## src/rtl/nuart_pkg.sv

```systemverilog
// nuart shared constants: divisor widths, oversampling ratio,
// reset divisor and the minimum legal integer divisor.
package nuart_pkg;

  localparam int unsigned NUART_DIV_W        = 16;
  localparam int unsigned NUART_FRAC_W       = 4;
  localparam int unsigned NUART_OSR          = 16;
  localparam int unsigned NUART_DEFAULT_DIV  = 50;
  localparam int unsigned NUART_DEFAULT_FRAC = 0;
  localparam int unsigned NUART_MIN_DIV      = 2;

  // Integer divisors below the minimum are raised to it.
  function automatic int unsigned nuart_clamp_div(
    input int unsigned d
  );
    return (d < NUART_MIN_DIV) ? NUART_MIN_DIV : d;
  endfunction

endpackage

```

## src/rtl/nuart_frac_prescaler.sv

```systemverilog
// Fractional prescaler: integer counter, fractional accumulator and
// shadow divisor with apply-at-terminal-count.
// Ports: clk_i/rst_i (async high), en_i, div_int_i, div_frac_i,
//        div_load_i in; tc_o (terminal count), div_pending_o,
//        cfg_err_o out.
module nuart_frac_prescaler
  import nuart_pkg::*;
#(
  parameter int unsigned DIV_W        = NUART_DIV_W,
  parameter int unsigned FRAC_W       = NUART_FRAC_W,
  parameter int unsigned DEFAULT_DIV  = NUART_DEFAULT_DIV,
  parameter int unsigned DEFAULT_FRAC = NUART_DEFAULT_FRAC
) (
  input  logic              clk_i,
  input  logic              rst_i,
  input  logic              en_i,
  input  logic [DIV_W-1:0]  div_int_i,
  input  logic [FRAC_W-1:0] div_frac_i,
  input  logic              div_load_i,
  output logic              tc_o,
  output logic              div_pending_o,
  output logic              cfg_err_o
);

  localparam logic [DIV_W-1:0] MIN_DIV =
    DIV_W'(NUART_MIN_DIV);
  localparam logic [DIV_W-1:0] RST_DIV =
    DIV_W'(nuart_clamp_div(DEFAULT_DIV));
  localparam logic [FRAC_W-1:0] RST_FRAC =
    FRAC_W'(DEFAULT_FRAC);

  logic [DIV_W-1:0]  cnt_q, cnt_d;
  logic [FRAC_W-1:0] acc_q, acc_d;
  logic              ext_q, ext_d;
  logic [DIV_W-1:0]  div_q, div_d;
  logic [FRAC_W-1:0] frac_q, frac_d;
  logic [DIV_W-1:0]  sh_div_q, sh_div_d;
  logic [FRAC_W-1:0] sh_frac_q, sh_frac_d;
  logic              pend_q, pend_d;
  logic              err_q, err_d;

  logic [DIV_W:0]    last_cnt;
  logic [FRAC_W:0]   acc_sum;
  logic              apply;
  logic              sh_small;

  // Period is div_q, stretched by one when the last wrap carried.
  assign last_cnt = {1'b0, div_q}
                  + {{DIV_W{1'b0}}, ext_q}
                  - (DIV_W+1)'(1);
  assign tc_o     = en_i & ({1'b0, cnt_q} == last_cnt);
  assign apply    = pend_q & (tc_o | ~en_i);
  assign acc_sum  = {1'b0, acc_q} + {1'b0, frac_q};
  assign sh_small = sh_div_q < MIN_DIV;

  always_comb begin
    cnt_d     = cnt_q;
    acc_d     = acc_q;
    ext_d     = ext_q;
    div_d     = div_q;
    frac_d    = frac_q;
    sh_div_d  = sh_div_q;
    sh_frac_d = sh_frac_q;
    pend_d    = pend_q;
    err_d     = err_q;
    if (!en_i) begin
      cnt_d = '0;
      acc_d = '0;
      ext_d = 1'b0;
    end else if (tc_o) begin
      cnt_d = '0;
      acc_d = acc_sum[FRAC_W-1:0];
      ext_d = acc_sum[FRAC_W];
    end else begin
      cnt_d = cnt_q + DIV_W'(1);
    end
    // A fresh divisor restarts the fractional phase.
    if (apply) begin
      div_d  = sh_small ? MIN_DIV : sh_div_q;
      frac_d = sh_frac_q;
      err_d  = sh_small;
      acc_d  = '0;
      ext_d  = 1'b0;
      pend_d = 1'b0;
    end
    // A load in the apply cycle keeps the new value pending.
    if (div_load_i) begin
      sh_div_d  = div_int_i;
      sh_frac_d = div_frac_i;
      pend_d    = 1'b1;
    end
  end

  always_ff @(posedge clk_i or posedge rst_i) begin
    if (rst_i) begin
      cnt_q     <= '0;
      acc_q     <= '0;
      ext_q     <= 1'b0;
      div_q     <= RST_DIV;
      frac_q    <= RST_FRAC;
      sh_div_q  <= RST_DIV;
      sh_frac_q <= RST_FRAC;
      pend_q    <= 1'b0;
      err_q     <= 1'b0;
    end else begin
      cnt_q     <= cnt_d;
      acc_q     <= acc_d;
      ext_q     <= ext_d;
      div_q     <= div_d;
      frac_q    <= frac_d;
      sh_div_q  <= sh_div_d;
      sh_frac_q <= sh_frac_d;
      pend_q    <= pend_d;
      err_q     <= err_d;
    end
  end

  assign div_pending_o = pend_q;
  assign cfg_err_o     = err_q;

endmodule

```

## src/rtl/nuart_baudgen.sv

```systemverilog
// Baud-rate generator: oversampling tick, bit tick and mid-bit
// sample strobe from a fractional prescaler.
// Ports: clk_i/rst_i (async high), en_i, div_int_i, div_frac_i,
//        div_load_i, rx_sync_i in; div_pending_o, cfg_err_o,
//        rx_tick_o, tx_tick_o, rx_sample_o out (all registered).
module nuart_baudgen
  import nuart_pkg::*;
#(
  parameter int unsigned DIV_W        = NUART_DIV_W,
  parameter int unsigned FRAC_W       = NUART_FRAC_W,
  parameter int unsigned OSR          = NUART_OSR,
  parameter int unsigned DEFAULT_DIV  = NUART_DEFAULT_DIV,
  parameter int unsigned DEFAULT_FRAC = NUART_DEFAULT_FRAC
) (
  input  logic              clk_i,
  input  logic              rst_i,
  input  logic              en_i,
  input  logic [DIV_W-1:0]  div_int_i,
  input  logic [FRAC_W-1:0] div_frac_i,
  input  logic              div_load_i,
  input  logic              rx_sync_i,
  output logic              div_pending_o,
  output logic              cfg_err_o,
  output logic              rx_tick_o,
  output logic              tx_tick_o,
  output logic              rx_sample_o
);

  localparam int unsigned OS_W = $clog2(OSR);
  localparam logic [OS_W-1:0] MID = OS_W'(OSR/2 - 1);

  logic            tc;
  logic [OS_W-1:0] tx_cnt_q, tx_cnt_d;
  logic [OS_W-1:0] rx_cnt_q, rx_cnt_d;
  logic            rx_tick_q, rx_tick_d;
  logic            tx_tick_q, tx_tick_d;
  logic            rx_smp_q, rx_smp_d;

  nuart_frac_prescaler #(
    .DIV_W        (DIV_W),
    .FRAC_W       (FRAC_W),
    .DEFAULT_DIV  (DEFAULT_DIV),
    .DEFAULT_FRAC (DEFAULT_FRAC)
  ) u_presc (
    .clk_i         (clk_i),
    .rst_i         (rst_i),
    .en_i          (en_i),
    .div_int_i     (div_int_i),
    .div_frac_i    (div_frac_i),
    .div_load_i    (div_load_i),
    .tc_o          (tc),
    .div_pending_o (div_pending_o),
    .cfg_err_o     (cfg_err_o)
  );

  // Ticks are decided in the TC cycle and show up one cycle later,
  // so a sync in the TC cycle lands on that tick and wins over it.
  always_comb begin
    tx_cnt_d  = tx_cnt_q;
    rx_cnt_d  = rx_cnt_q;
    rx_tick_d = tc;
    tx_tick_d = tc & (tx_cnt_q == '0);
    rx_smp_d  = tc & ~rx_sync_i & (rx_cnt_q == MID);
    if (!en_i) begin
      tx_cnt_d = '0;
      rx_cnt_d = '0;
    end else begin
      if (tc) tx_cnt_d = tx_cnt_q + OS_W'(1);
      if (rx_sync_i) rx_cnt_d = '0;
      else if (tc)   rx_cnt_d = rx_cnt_q + OS_W'(1);
    end
  end

  always_ff @(posedge clk_i or posedge rst_i) begin
    if (rst_i) begin
      tx_cnt_q  <= '0;
      rx_cnt_q  <= '0;
      rx_tick_q <= 1'b0;
      tx_tick_q <= 1'b0;
      rx_smp_q  <= 1'b0;
    end else begin
      tx_cnt_q  <= tx_cnt_d;
      rx_cnt_q  <= rx_cnt_d;
      rx_tick_q <= rx_tick_d;
      tx_tick_q <= tx_tick_d;
      rx_smp_q  <= rx_smp_d;
    end
  end

  assign rx_tick_o   = rx_tick_q;
  assign tx_tick_o   = tx_tick_q;
  assign rx_sample_o = rx_smp_q;

endmodule

```

## config.mk

```make
export PLATFORM = sky130hd
export DESIGN_NAME = nuart_baudgen
export DESIGN_NICKNAME = d
export VERILOG_FILES = /design/src/rtl/nuart_pkg.sv /design/src/rtl/nuart_frac_prescaler.sv /design/src/rtl/nuart_baudgen.sv
export SDC_FILE = /design/constraint.sdc
export NUM_CORES = 1
export LEC_CHECK = 0
export ABC_AREA = 0
export CAP_MARGIN = 20
export CORE_ASPECT_RATIO = 2
export CORE_MARGIN = 10
export CORE_UTILIZATION = 45
export DETAILED_ROUTE_END_ITERATION = 12
export PLACE_DENSITY = 0.63
export SYNTH_ARGS = -nofsm -noshare
export SYNTH_HDL_FRONTEND = slang
export SYNTH_SLANG_ARGS = --single-unit
export TNS_END_PERCENT = 10
```

## constraint.sdc

```tcl
create_clock -name clk_i -period 4 [get_ports clk_i]
set_clock_uncertainty 0.15 [all_clocks]
set_input_delay 0.4 -clock clk_i [delete_from_list [all_inputs] [get_ports clk_i]]
set_output_delay 0.4 -clock clk_i [all_outputs]
set_load 0.005 [all_outputs]
```

==> summary.txt, run 1 <==
GRT
  • First-pass GRT wire length: between 15 and 20 mm
  • Vias in the first global route: around 3100
  • Met1 Use GR: roughly 14%
  • Number of antenna violations at the first check in global routing: 0
  • Global routing's busiest layer: met2
  • Total congestion overflow: 0
  • Total routing usage reported by global routing: between 10 and 15%
  • Met3 layer usage reported by global route: 3.76%
  • Global routing usage on met2: a little over a quarter
  • Maximum number of pins on one net before global-route repair: 36

Floorplan
  • DIE AREA: about 13000 um2
  • Die boundary height: approximately 150 um
  • Num rows: 48
  • Starting density of the core: 46.1%
  • Ports placed on the boundary: 30
  • Die span in x: between 80 and 90 um
  • Area of the placeable core: about 8700 um2

Placement
  • Half-perimeter wire length of the detailed placement result: 6.99 mm
  • Routability Congestion: roughly 0.93
  • # port buffers: 29
  • Dpl ws: approximately 0.53 ns

Critical path
  • Startpoint class of the critical path: flip-flop
  • Reg-to-reg slack, setup: approximately 0.51 ns
  • FF-to-FF path depth: 8
  • Critical path endpoint: u_presc.frac_q[2]
  • Instance count on the critical path: 8
  • Crit path cell chain: or4_1 -> or4_1 -> a211o_1 -> a22oi_2 -> nand4_4 -> o31ai_4 -> buf_4 -> mux2_2
  • Master of the slowest instance on the critical path: sky130_fd_sc_hd__or4_1
  • Worst setup path class: flip-flop to flip-flop
  • Critical R2R Capture: u_presc.frac_q[2]
  • Required time worst endpoint: just over 4 ns
  • Arrival time reported for the critical path endpoint: roughly 3.6 ns
  • Worst Setup SP: u_presc.div_q[7]
  • Worst stage delay on the critical path: roughly 0.6 ns
  • Biggest fanout along the worst timing path: 21
  • Startpoint of the worst register-to-register path: u_presc.div_q[7]
  • Critical path capture point type: flip-flop
  • Buffers & Inverters on Critical Path: 1
  • Largest delay share family, worst path: simple AND/OR/NAND/NOR gates
  • Cell occurring most often along the worst timing path: sky130_fd_sc_hd__or4_1

Run status
  • Status: completed

Clock tree
  • Clock Latency Late Sink: 0.34 ns
  • Clock-pin transition on the worst setup and hold timing paths: roughly 0.06 ns
  • Cell chosen for the clock root: sky130_fd_sc_hd__clkbuf_16
  • Htree depth: 3
  • CTS tree: done
  • Quantity of hold-fixing buffers added after cts: 0
  • Count of cells resized by post-cts repair: 0
  • Number of setup buffers added after CTS: 0
  • Total CTS buffers: 9
  • Number of buffers on the longest clock path: 2
  • TritonCTS sink count: 74

Pwr
  • Peak ir drop on the vdd network: about 250 uV
  • Power density cells: 450 nW/um2
  • Static power due to leakage: 0.00201 uW

Drt
  • Detailed-route wire length per cell: around 19 um
  • Vias after detailed routing: between 2000 and 3000
  • Routed WL: approximately 9.4 mm
  • Final routed DRC violation total: 0
  • Initial detailed-routing violation count: approximately 140
  • ANT nets after route: 0
  • Via-per-instance ratio: 5.70
  • Drt first pass iters: 4

Job
  • # Max-Cap Violations: 0

Logic synthesis
  • Ys async rst share: 100%
  • Mean instance size in the synthesized netlist: around 11 um2
  • Number of unique standard cell types used by synthesis: between 50 and 60
  • Synthesized instance count: 364
  • Post-synthesis cell area: 4020 um2
  • Count of synthesis-stage warnings from yosys: 0
  • Number of flip-flops and latches in the synthesized netlist: between 70 and 80
  • Post-synthesis sequential area ratio: about 46%
  • Syn_nets: 400
  • Top_reg_cell synth: sky130_fd_sc_hd__dfrtp_1
  • Number of flops mapped to enable cells by yosys: 0

Timing
  • Post-layout min period: 3.49 ns
  • Rel. slew slack: between 30% and 40%
  • Final period util: between 80% and 90%
  • Fin. Hold Viols: 0
  • Setup repair after global routing missed its margin: no
  • Sum of negative setup slack: 0 ns
  • Measured slew at the worst slew-check pin: 0.988 ns
  • Fmax achieved: 0.286 GHz
  • Final worst slack: 0.505 ns
  • Pins over their slew limit: 0
  • Final setup violating endpoints: 0

Final layout
  • Most frequent cells in the layout: sky130_fd_sc_hd__dfrtp_1 (68), sky130_fd_sc_hd__nor2_1 (30), sky130_fd_sc_hd__clkdlybuf4s50_1 (29)
  • Leading cell type in the layout, fill and taps excluded: sky130_fd_sc_hd__dfrtp_1
  • Total inserted antenna cells: 0
  • Layout cell share with drive strength beyond 1: between 10% and 20%
  • Multi-input gate area in the final layout: between 2000 and 2500 um2
  • Number of inserted filler cells in the final layout: between 700 and 800
  • Area used by sequential logic in the layout: 1860 um2
  • Final Net Count: around 430
  • Synth-to-layout area growth: 18.0%

Hold path
  • Worst hold path cell count: 1
  • Class of the most critical hold timing path: flip-flop to flip-flop
## worst min path at each step
| stage | end | slack, ns | from |
|---|---|---|---|
| detailed placement | u_presc.frac_q[0] | 0.34 | u_presc.sh_frac_q[0] |
| finish | u_presc.frac_q[3] | 0.36 | u_presc.sh_frac_q[3] |
| global placement | u_presc.frac_q[3] | 0.34 | u_presc.sh_frac_q[3] |
| floorplan | u_presc.sh_frac_q[2] | 0.32 | u_presc.sh_frac_q[2] |
| global route | u_presc.frac_q[0] | 0.37 | u_presc.sh_frac_q[0] |
| CTS | u_presc.frac_q[3] | 0.36 | u_presc.sh_frac_q[3] |
## sequential cells by signal, summed over array words and instances, names as in the netlist
register,count
rx_cnt_q,4
rx_sample_o,1
rx_tick_o,1
tx_cnt_q,4
tx_tick_o,1
u_presc.acc_q,4
u_presc.cfg_err_o,1
u_presc.cnt_q,16
u_presc.div_pending_o,1
u_presc.div_q,16
u_presc.ext_q,1
u_presc.frac_q,4
u_presc.sh_div_q,16
u_presc.sh_frac_q,4
## final cells by class
class,instances,area share (%)
clock inverters,5,1.27
inverters,13,1.03
multi-input cells,262,43.0
clock buffers,11,5.33
flip-flops and latches,74,39.2
repair buffers,38,7.55
well taps,100,2.64
## per-stage QoR
step | utilization, % | hold WS, ns | cells | total power, uW | cell area (um2)
after detailed placement | 50.8 | 0.345 | 487 | 1310 | 4430
after floorplan | - | 0.325 | 364 | 1180 | 4020
after global placement | 50.8 | 0.340 | 487 | 1300 | 4430
final | 54.4 | 0.356 | 503 | 2140 | 4740
after CTS | 54.4 | 0.358 | 503 | 2150 | 4740
after global routing | 54.4 | 0.369 | 503 | 2220 | 4740
## report_power, final
part,internal (uW),total [uW],switching (uW)
clock network,519,840,321
logic,194,384,191
registers,820,911,90.5
total,1530,2140,602
## routing by layer
metal  wire length, um  vias up
li1                  -     1364
met1              3490     1436
met2              5260       49
met3               245       20
met4               403        0
met5                 0        -
## kinds of logic (layout without fill, tap and decap cells)
| family | count (synthesis) | after routing | synth area share, % |
|---|---|---|---|
| AOI/OAI and AO/OA | 51 | 51 | 9.00 |
| xor gates and xnor gates | 37 | 37 | 8.06 |
| adders and majority gates | 11 | 11 | 3.61 |
| buffers and inverters | 28 | 67 | 3.05 |
| DFF | 74 | 74 | 46.3 |
| muxes | 44 | 44 | 13.7 |
| and+or+nand+nor | 119 | 119 | 16.3 |
## cell usage after synthesis, types with 7 or more instances
| master | n | area [um2] |
|---|---|---|
| sky130_fd_sc_hd__a21oi_1 | 15 | 75.1 |
| sky130_fd_sc_hd__clkbuf_1 | 11 | 41.3 |
| sky130_fd_sc_hd__dfrtp_1 | 68 | 1700 |
| sky130_fd_sc_hd__ha_1 | 10 | 125 |
| sky130_fd_sc_hd__inv_1 | 13 | 48.8 |
| sky130_fd_sc_hd__mux2_2 | 21 | 236 |
| sky130_fd_sc_hd__mux2_4 | 17 | 255 |
| sky130_fd_sc_hd__nand2_1 | 16 | 60.1 |
| sky130_fd_sc_hd__nand3_1 | 13 | 65.1 |
| sky130_fd_sc_hd__nand4_1 | 11 | 68.8 |
| sky130_fd_sc_hd__nor2_1 | 30 | 113 |
| sky130_fd_sc_hd__nor4_1 | 7 | 43.8 |
| sky130_fd_sc_hd__o21ai_0 | 14 | 70.1 |
| sky130_fd_sc_hd__xnor2_1 | 20 | 175 |
| sky130_fd_sc_hd__xor2_1 | 17 | 149 |
No activity file was read; power rests on OpenSTA's default activity.
==> inputs of run 2 (changes only) <==
Settings changed: CELL_PAD_IN_SITES_DETAIL_PLACEMENT set to 1, CELL_PAD_IN_SITES_GLOBAL_PLACEMENT set to 1, PLACE_DENSITY 0.63 to 0.76.
==> run 2 against run 1 <==
Against the previous run:
- via count is 0.24% lower
- cell count up 0.20%
- critical endpoint is now u_presc.div_q[3]
- die area stayed put
==> summary.txt, run 2 (same netlist as run 1, synthesis figures left out) <==
GRT
  • Maximum number of pins on one net before global-route repair: 44
  • Total congestion overflow: 0
  • First-pass GRT wire length: ~17 mm
  • Number of antenna violations at the first check in global routing: 0
  • Total routing usage reported by global routing: around 17%
  • Vias in the first global route: 3279

Hold path
  • Worst hold path cell count: 1
  • Hold Path End: u_presc.sh_frac_q[1]
  • Class of the most critical hold timing path: flip-flop to flip-flop
  • Hold_sp: u_presc.sh_frac_q[1]

Critical path
  • Worst stage delay on the critical path: 0.60 ns
  • FF-to-FF path depth: 8
  • Largest delay share family, worst path: simple AND/OR/NAND/NOR gates
  • Reg-to-reg slack, setup: between 0.4 and 0.5 ns
  • Arrival time reported for the critical path endpoint: ~3.7 ns
  • Biggest fanout along the worst timing path: 10
  • Worst setup path class: flip-flop to flip-flop
  • Master of the slowest instance on the critical path: sky130_fd_sc_hd__or4_1
  • Cell occurring most often along the worst timing path: sky130_fd_sc_hd__or4_1
  • Startpoint class of the critical path: flip-flop
  • Critical R2R Capture: u_presc.div_q[3]
  • Crit path cell chain: or4_1 -> or4_1 -> a211o_1 -> a22oi_2 -> nand4_4 -> o31ai_4 -> buf_4 -> mux2_4
  • Startpoint of the worst register-to-register path: u_presc.div_q[7]
  • Buffers & Inverters on Critical Path: 1
  • Critical path capture point type: flip-flop
  • Required time worst endpoint: 4.07 ns

Drt
  • Vias after detailed routing: 2862
  • Initial detailed-routing violation count: around 150
  • Detailed-route wire length per cell: 21.0 um
  • Drt first pass iters: 4
  • Routed WL: 10.6 mm
  • Via-per-instance ratio: roughly 5.7
  • Final routed DRC violation total: 0
  • ANT nets after route: 0

Clock tree
  • Quantity of hold-fixing buffers added after cts: 0
  • Count of cells resized by post-cts repair: 0
  • Htree depth: 3
  • CTS tree: done
  • Number of buffers on the longest clock path: 2
  • Clock-pin transition on the worst setup and hold timing paths: around 0.060 ns
  • Total CTS buffers: 9
  • TritonCTS sink count: 74
  • Number of setup buffers added after CTS: 0
  • Clock Latency Late Sink: approximately 0.34 ns
  • Cell chosen for the clock root: sky130_fd_sc_hd__clkbuf_16

Timing
  • Rel. slew slack: roughly a third
  • Fin. Hold Viols: 0
  • Final period util: 89.4%
  • Fmax achieved: 0.280 GHz
  • Measured slew at the worst slew-check pin: approximately 1 ns
  • Setup repair after global routing missed its margin: no
  • Sum of negative setup slack: 0 ns
  • Post-layout min period: about 3.6 ns
  • Final setup violating endpoints: 0
  • Pins over their slew limit: 0

Floorplan
  • Ports placed on the boundary: 30
  • Num rows: 48
  • Starting density of the core: a little under half
  • Die boundary height: between 150 and 200 um
  • Area of the placeable core: 8710 um2
  • DIE AREA: between 10000 and 15000 um2
  • Die span in x: around 87 um

Pwr
  • Clk pwr share: around two fifths
  • Power density cells: around 460 nW/um2
  • Register share of total power: a little over 40%
  • Switching Power: 617 uW
  • Sw Share: between 20 and 30%
  • Cell internal pwr: approximately 1600 uW
  • Peak ir drop on the vdd network: between 200 and 300 uV
  • Share of power burned in combinational logic: ~18%
  • Static power due to leakage: between 0.002 and 0.0025 uW

Final layout
  • Leading cell type in the layout, fill and taps excluded: sky130_fd_sc_hd__dfrtp_1
  • Layout cell share with drive strength beyond 1: 19.8%
  • Synth-to-layout area growth: 18.8%
  • Final Net Count: around 440
  • Most frequent cells in the layout: sky130_fd_sc_hd__dfrtp_1 (68), sky130_fd_sc_hd__nor2_1 (30), sky130_fd_sc_hd__clkdlybuf4s50_1 (29)
  • Total inserted antenna cells: 0
  • Top Registers: u_presc.cnt_q: 16 flops, u_presc.div_q: 16 flops, u_presc.sh_div_q: 16 flops
  • Filler-free cell count of the finished design: a little over 500

Job
  • # Max-Cap Violations: 0

Placement
  • # port buffers: 29
  • Half-perimeter wire length of the detailed placement result: 7.89 mm
  • Routability Congestion: between 0.8 and 0.9
  • Count of placed standard cells including taps: about 490

Run status
  • Status: completed
==> run 2: changes by cell type in the layout (fill, tap and decap cells not counted), sizes merged <==
cell / before / now
clkinv: 2 / 1
bufinv: 1 / 2
buf: 9 / 10
==> run 2: worst max path at each step <==
stage / from / endpoint / slack [ns] / depth (start not counted)
floorplan: u_presc.div_q[7] / u_presc.div_q[10] / 0.82 / 8
global placement: u_presc.div_q[7] / u_presc.div_q[7] / 0.54 / 8
detailed placement: u_presc.div_q[7] / u_presc.div_q[8] / 0.45 / 8
CTS: u_presc.div_q[7] / u_presc.div_q[3] / 0.40 / 8
global route: u_presc.ext_q / u_presc.div_q[3] / 0.25 / 10
finish: u_presc.div_q[7] / u_presc.div_q[3] / 0.42 / 8
==> run 2: stage by stage <==
step / area (um2) / hold slack, ns / total power [uW] / worst slack (ns) / utilization (%)
4_1_cts: 4770 / 0.377 / 2230 / 0.397 / 54.8
5_1_grt: 4770 / 0.395 / 2310 / 0.251 / 54.8
3_3_place_gp: 4440 / 0.338 / 1300 / 0.542 / 50.9
3_5_place_dp: 4440 / 0.355 / 1320 / 0.453 / 50.9
6_report: 4770 / 0.370 / 2210 / 0.424 / 54.8
2_1_floorplan: 4020 / 0.325 / 1180 / 0.819 / -
==> run 2: final cells by class <==
class / instances / area (um2)
fill: 942 / 3940
sequential: 74 / 1860
multi-input combinational: 262 / 2040
clock inverter: 5 / 85.1
tap: 100 / 125
inverter: 13 / 48.8
timing repair buffer: 39 / 365
clock buffer: 11 / 253
==> run 2: layer usage <==
metal	wire length [um]	track usage, %
met1	3860	16.9
met2	6080	30.8
met3	192	2.91
met4	432	9.08
met5	0	0
==> run 2: power by group through the flow <==
stage               clock (uW)  combinational (uW)  sequential (uW)
floorplan                    0                 297              882
global placement             0                 377              926
detailed placement           0                 387              932
CTS                        920                 392              921
global route               957                 426              931
finish                     905                 389              920
==> run 2: worst register-to-register path, delay by kind of cell (launching register included) <==
family,cells,cell delay [ns]
AO/OA/AOI/OAI,3,0.99
buffers and inverters,1,0.31
flip-flops,1,0.46
multiplexers,1,0.33
AND/OR/NAND/NOR,3,1.22
==> inputs of run 3 (changes only) <==
Settings changed: CORE_ASPECT_RATIO 2 to unset.
==> run 3 against run 2 <==
Against the previous run:
- power down 12%
- global-route usage down 1.7 points
- non-clock buffer count down 3
- cell count up 0.99%
- sequential power down 1%
- worst hold slack worse by 0.0049 ns
- worst setup slack better by 0.20 ns
- critical path depth up 2
- core utilization down 1.5 points
- flip-flop and latch count unchanged
- design area down 2.5%
==> summary.txt, run 3 (same netlist as run 1, synthesis figures left out) <==
Drt
  • Routed WL: around 9.3 mm
  • Initial detailed-routing violation count: about 150
  • Vias after detailed routing: a little under 3000
  • ANT nets after route: 0
  • Via-per-instance ratio: 5.69
  • Final routed DRC violation total: 0
  • Drt first pass iters: 6
  • Detailed-route wire length per cell: approximately 18 um

Timing
  • Final period util: between 80 and 90%
  • Fin. Hold Viols: 0
  • Setup repair after global routing missed its margin: no
  • Rel. slew slack: around 36%
  • Pins over their slew limit: 0
  • Measured slew at the worst slew-check pin: between 0.9 and 1 ns
  • Fmax achieved: about 0.30 GHz
  • Post-layout min period: ~3.4 ns
  • Final setup violating endpoints: 0
  • Final worst slack: ~0.62 ns
  • Sum of negative setup slack: 0 ns
  • Final Hold Slack: around 0.36 ns

Final layout
  • Top Registers: u_presc.cnt_q: 16 flops, u_presc.div_q: 16 flops, u_presc.sh_div_q: 16 flops
  • Layout cell share with drive strength beyond 1: a little under a fifth
  • Most frequent cells in the layout: sky130_fd_sc_hd__dfrtp_1 (68), sky130_fd_sc_hd__nor2_1 (30), sky130_fd_sc_hd__clkdlybuf4s50_1 (29)
  • Synth-to-layout area growth: 15.8%
  • Final Net Count: roughly 430
  • Total inserted antenna cells: 0
  • Leading cell type in the layout, fill and taps excluded: sky130_fd_sc_hd__dfrtp_1

Critical path
  • Required time worst endpoint: between 4 and 5 ns
  • Buffers & Inverters on Critical Path: 2
  • FF-to-FF path depth: 10
  • Critical R2R Capture: u_presc.frac_q[2]
  • Largest delay share family, worst path: simple AND/OR/NAND/NOR gates
  • Crit path cell chain: inv_1 -> ha_1 -> nor3b_1 -> nand3_1 -> or4_1 -> a22oi_2 -> nand4_4 -> o31ai_4 -> buf_12 -> mux2_2
  • Startpoint class of the critical path: flip-flop
  • Critical path capture point type: flip-flop
  • Startpoint of the worst register-to-register path: u_presc.div_q[0]
  • Worst Setup SP: u_presc.div_q[0]
  • Arrival time reported for the critical path endpoint: 3.46 ns
  • Instance count on the critical path: 10
  • Critical path endpoint: u_presc.frac_q[2]
  • Worst setup path class: flip-flop to flip-flop
  • Master of the slowest instance on the critical path: sky130_fd_sc_hd__nor3b_1
  • Reg-to-reg slack, setup: approximately 0.62 ns
  • Worst stage delay on the critical path: 0.62 ns
  • Biggest fanout along the worst timing path: 21

Clock tree
  • Count of cells resized by post-cts repair: 0
  • Total CTS buffers: 9
  • Htree depth: 3
  • Number of buffers on the longest clock path: 2
  • Clock Latency Late Sink: approximately 0.36 ns
  • Number of setup buffers added after CTS: 0
  • Quantity of hold-fixing buffers added after cts: 0
  • Cell chosen for the clock root: sky130_fd_sc_hd__clkbuf_8
  • Clock-pin transition on the worst setup and hold timing paths: about 0.080 ns
  • TritonCTS sink count: 74
  • CTS tree: done

Job
  • # Max-Cap Violations: 0

GRT
  • Maximum number of pins on one net before global-route repair: 75
  • First-pass GRT wire length: 16.0 mm
  • Total routing usage reported by global routing: about 15%
  • Vias in the first global route: approximately 3200
  • Number of antenna violations at the first check in global routing: 0
  • Total congestion overflow: 0

Pwr
  • Peak ir drop on the vdd network: 245 uV
  • Static power due to leakage: 0.00196 uW
  • Power density cells: ~420 nW/um2
  • Power consumption: around 1900 uW

Floorplan
  • Die span in x: 115 um
  • DIE AREA: 13100 um2
  • Num rows: 34
  • Die boundary height: ~110 um
  • Area of the placeable core: around 8700 um2
  • Ports placed on the boundary: 30
  • Starting density of the core: between 40% and 50%

Placement
  • # port buffers: 29
  • Half-perimeter wire length of the detailed placement result: 6.55 mm
  • Dpl ws: roughly 0.65 ns
  • Routability Congestion: just over 0.8

Run status
  • Status: completed

Hold path
  • Class of the most critical hold timing path: flip-flop to flip-flop
## run 3: where the power goes
part / total [uW] / switching, uW / leakage, uW / internal, uW
registers: 909 / 90.1 / 0.000931 / 819
clock network: 655 / 301 / 0.000107 / 354
logic: 382 / 190 / 0.000918 / 192
total: 1950 / 581 / 0.00196 / 1360
## run 3: final cells by class
| class | instances | area (um2) |
|---|---|---|
| fill | 928 | 4070 |
| multi-input combinational | 262 | 2040 |
| sequential | 74 | 1860 |
| timing repair buffer | 36 | 355 |
| tap | 108 | 135 |
| clock buffer | 10 | 128 |
| clock inverter | 6 | 90.1 |
| inverter | 13 | 48.8 |
## run 3: layer usage
metal	global-route usage, %	part of all wire (%)	routed length [um]
met5	0	0	0
met2	24.3	49	4530
met1	19.1	46	4260
met4	6.43	1.6	145
met3	3.04	3.9	361
## run 3: worst register-to-register path, delay by kind of cell (launching register included)
kind,cells,cell delay [ns]
adders and majority gates,1,0.20
DFF,1,0.38
buffers and inverters,2,0.31
muxes,1,0.36
and+or+nand+nor,4,1.42
AOI/OAI and AO/OA,2,0.45
## run 3: worst min path at each step
stage	startpoint	endpoint	slack [ns]	depth (start not counted)
3_5_place_dp	u_presc.sh_frac_q[1]	u_presc.frac_q[1]	0.35	1
3_3_place_gp	u_presc.sh_frac_q[2]	u_presc.frac_q[2]	0.34	1
2_1_floorplan	u_presc.sh_frac_q[2]	u_presc.sh_frac_q[2]	0.32	1
4_1_cts	u_presc.sh_frac_q[1]	u_presc.frac_q[1]	0.37	1
6_report	u_presc.sh_frac_q[1]	u_presc.frac_q[1]	0.36	1
5_1_grt	u_presc.sh_frac_q[1]	u_presc.frac_q[1]	0.38	1
## run 3: through the flow
stage / util (%) / area [um2] / std cells
floorplan: - / 4020 / 364
global placement: 50.9 / 4440 / 493
detailed placement: 50.9 / 4440 / 493
CTS: 53.4 / 4650 / 509
global route: 53.4 / 4650 / 509
finish: 53.4 / 4650 / 509
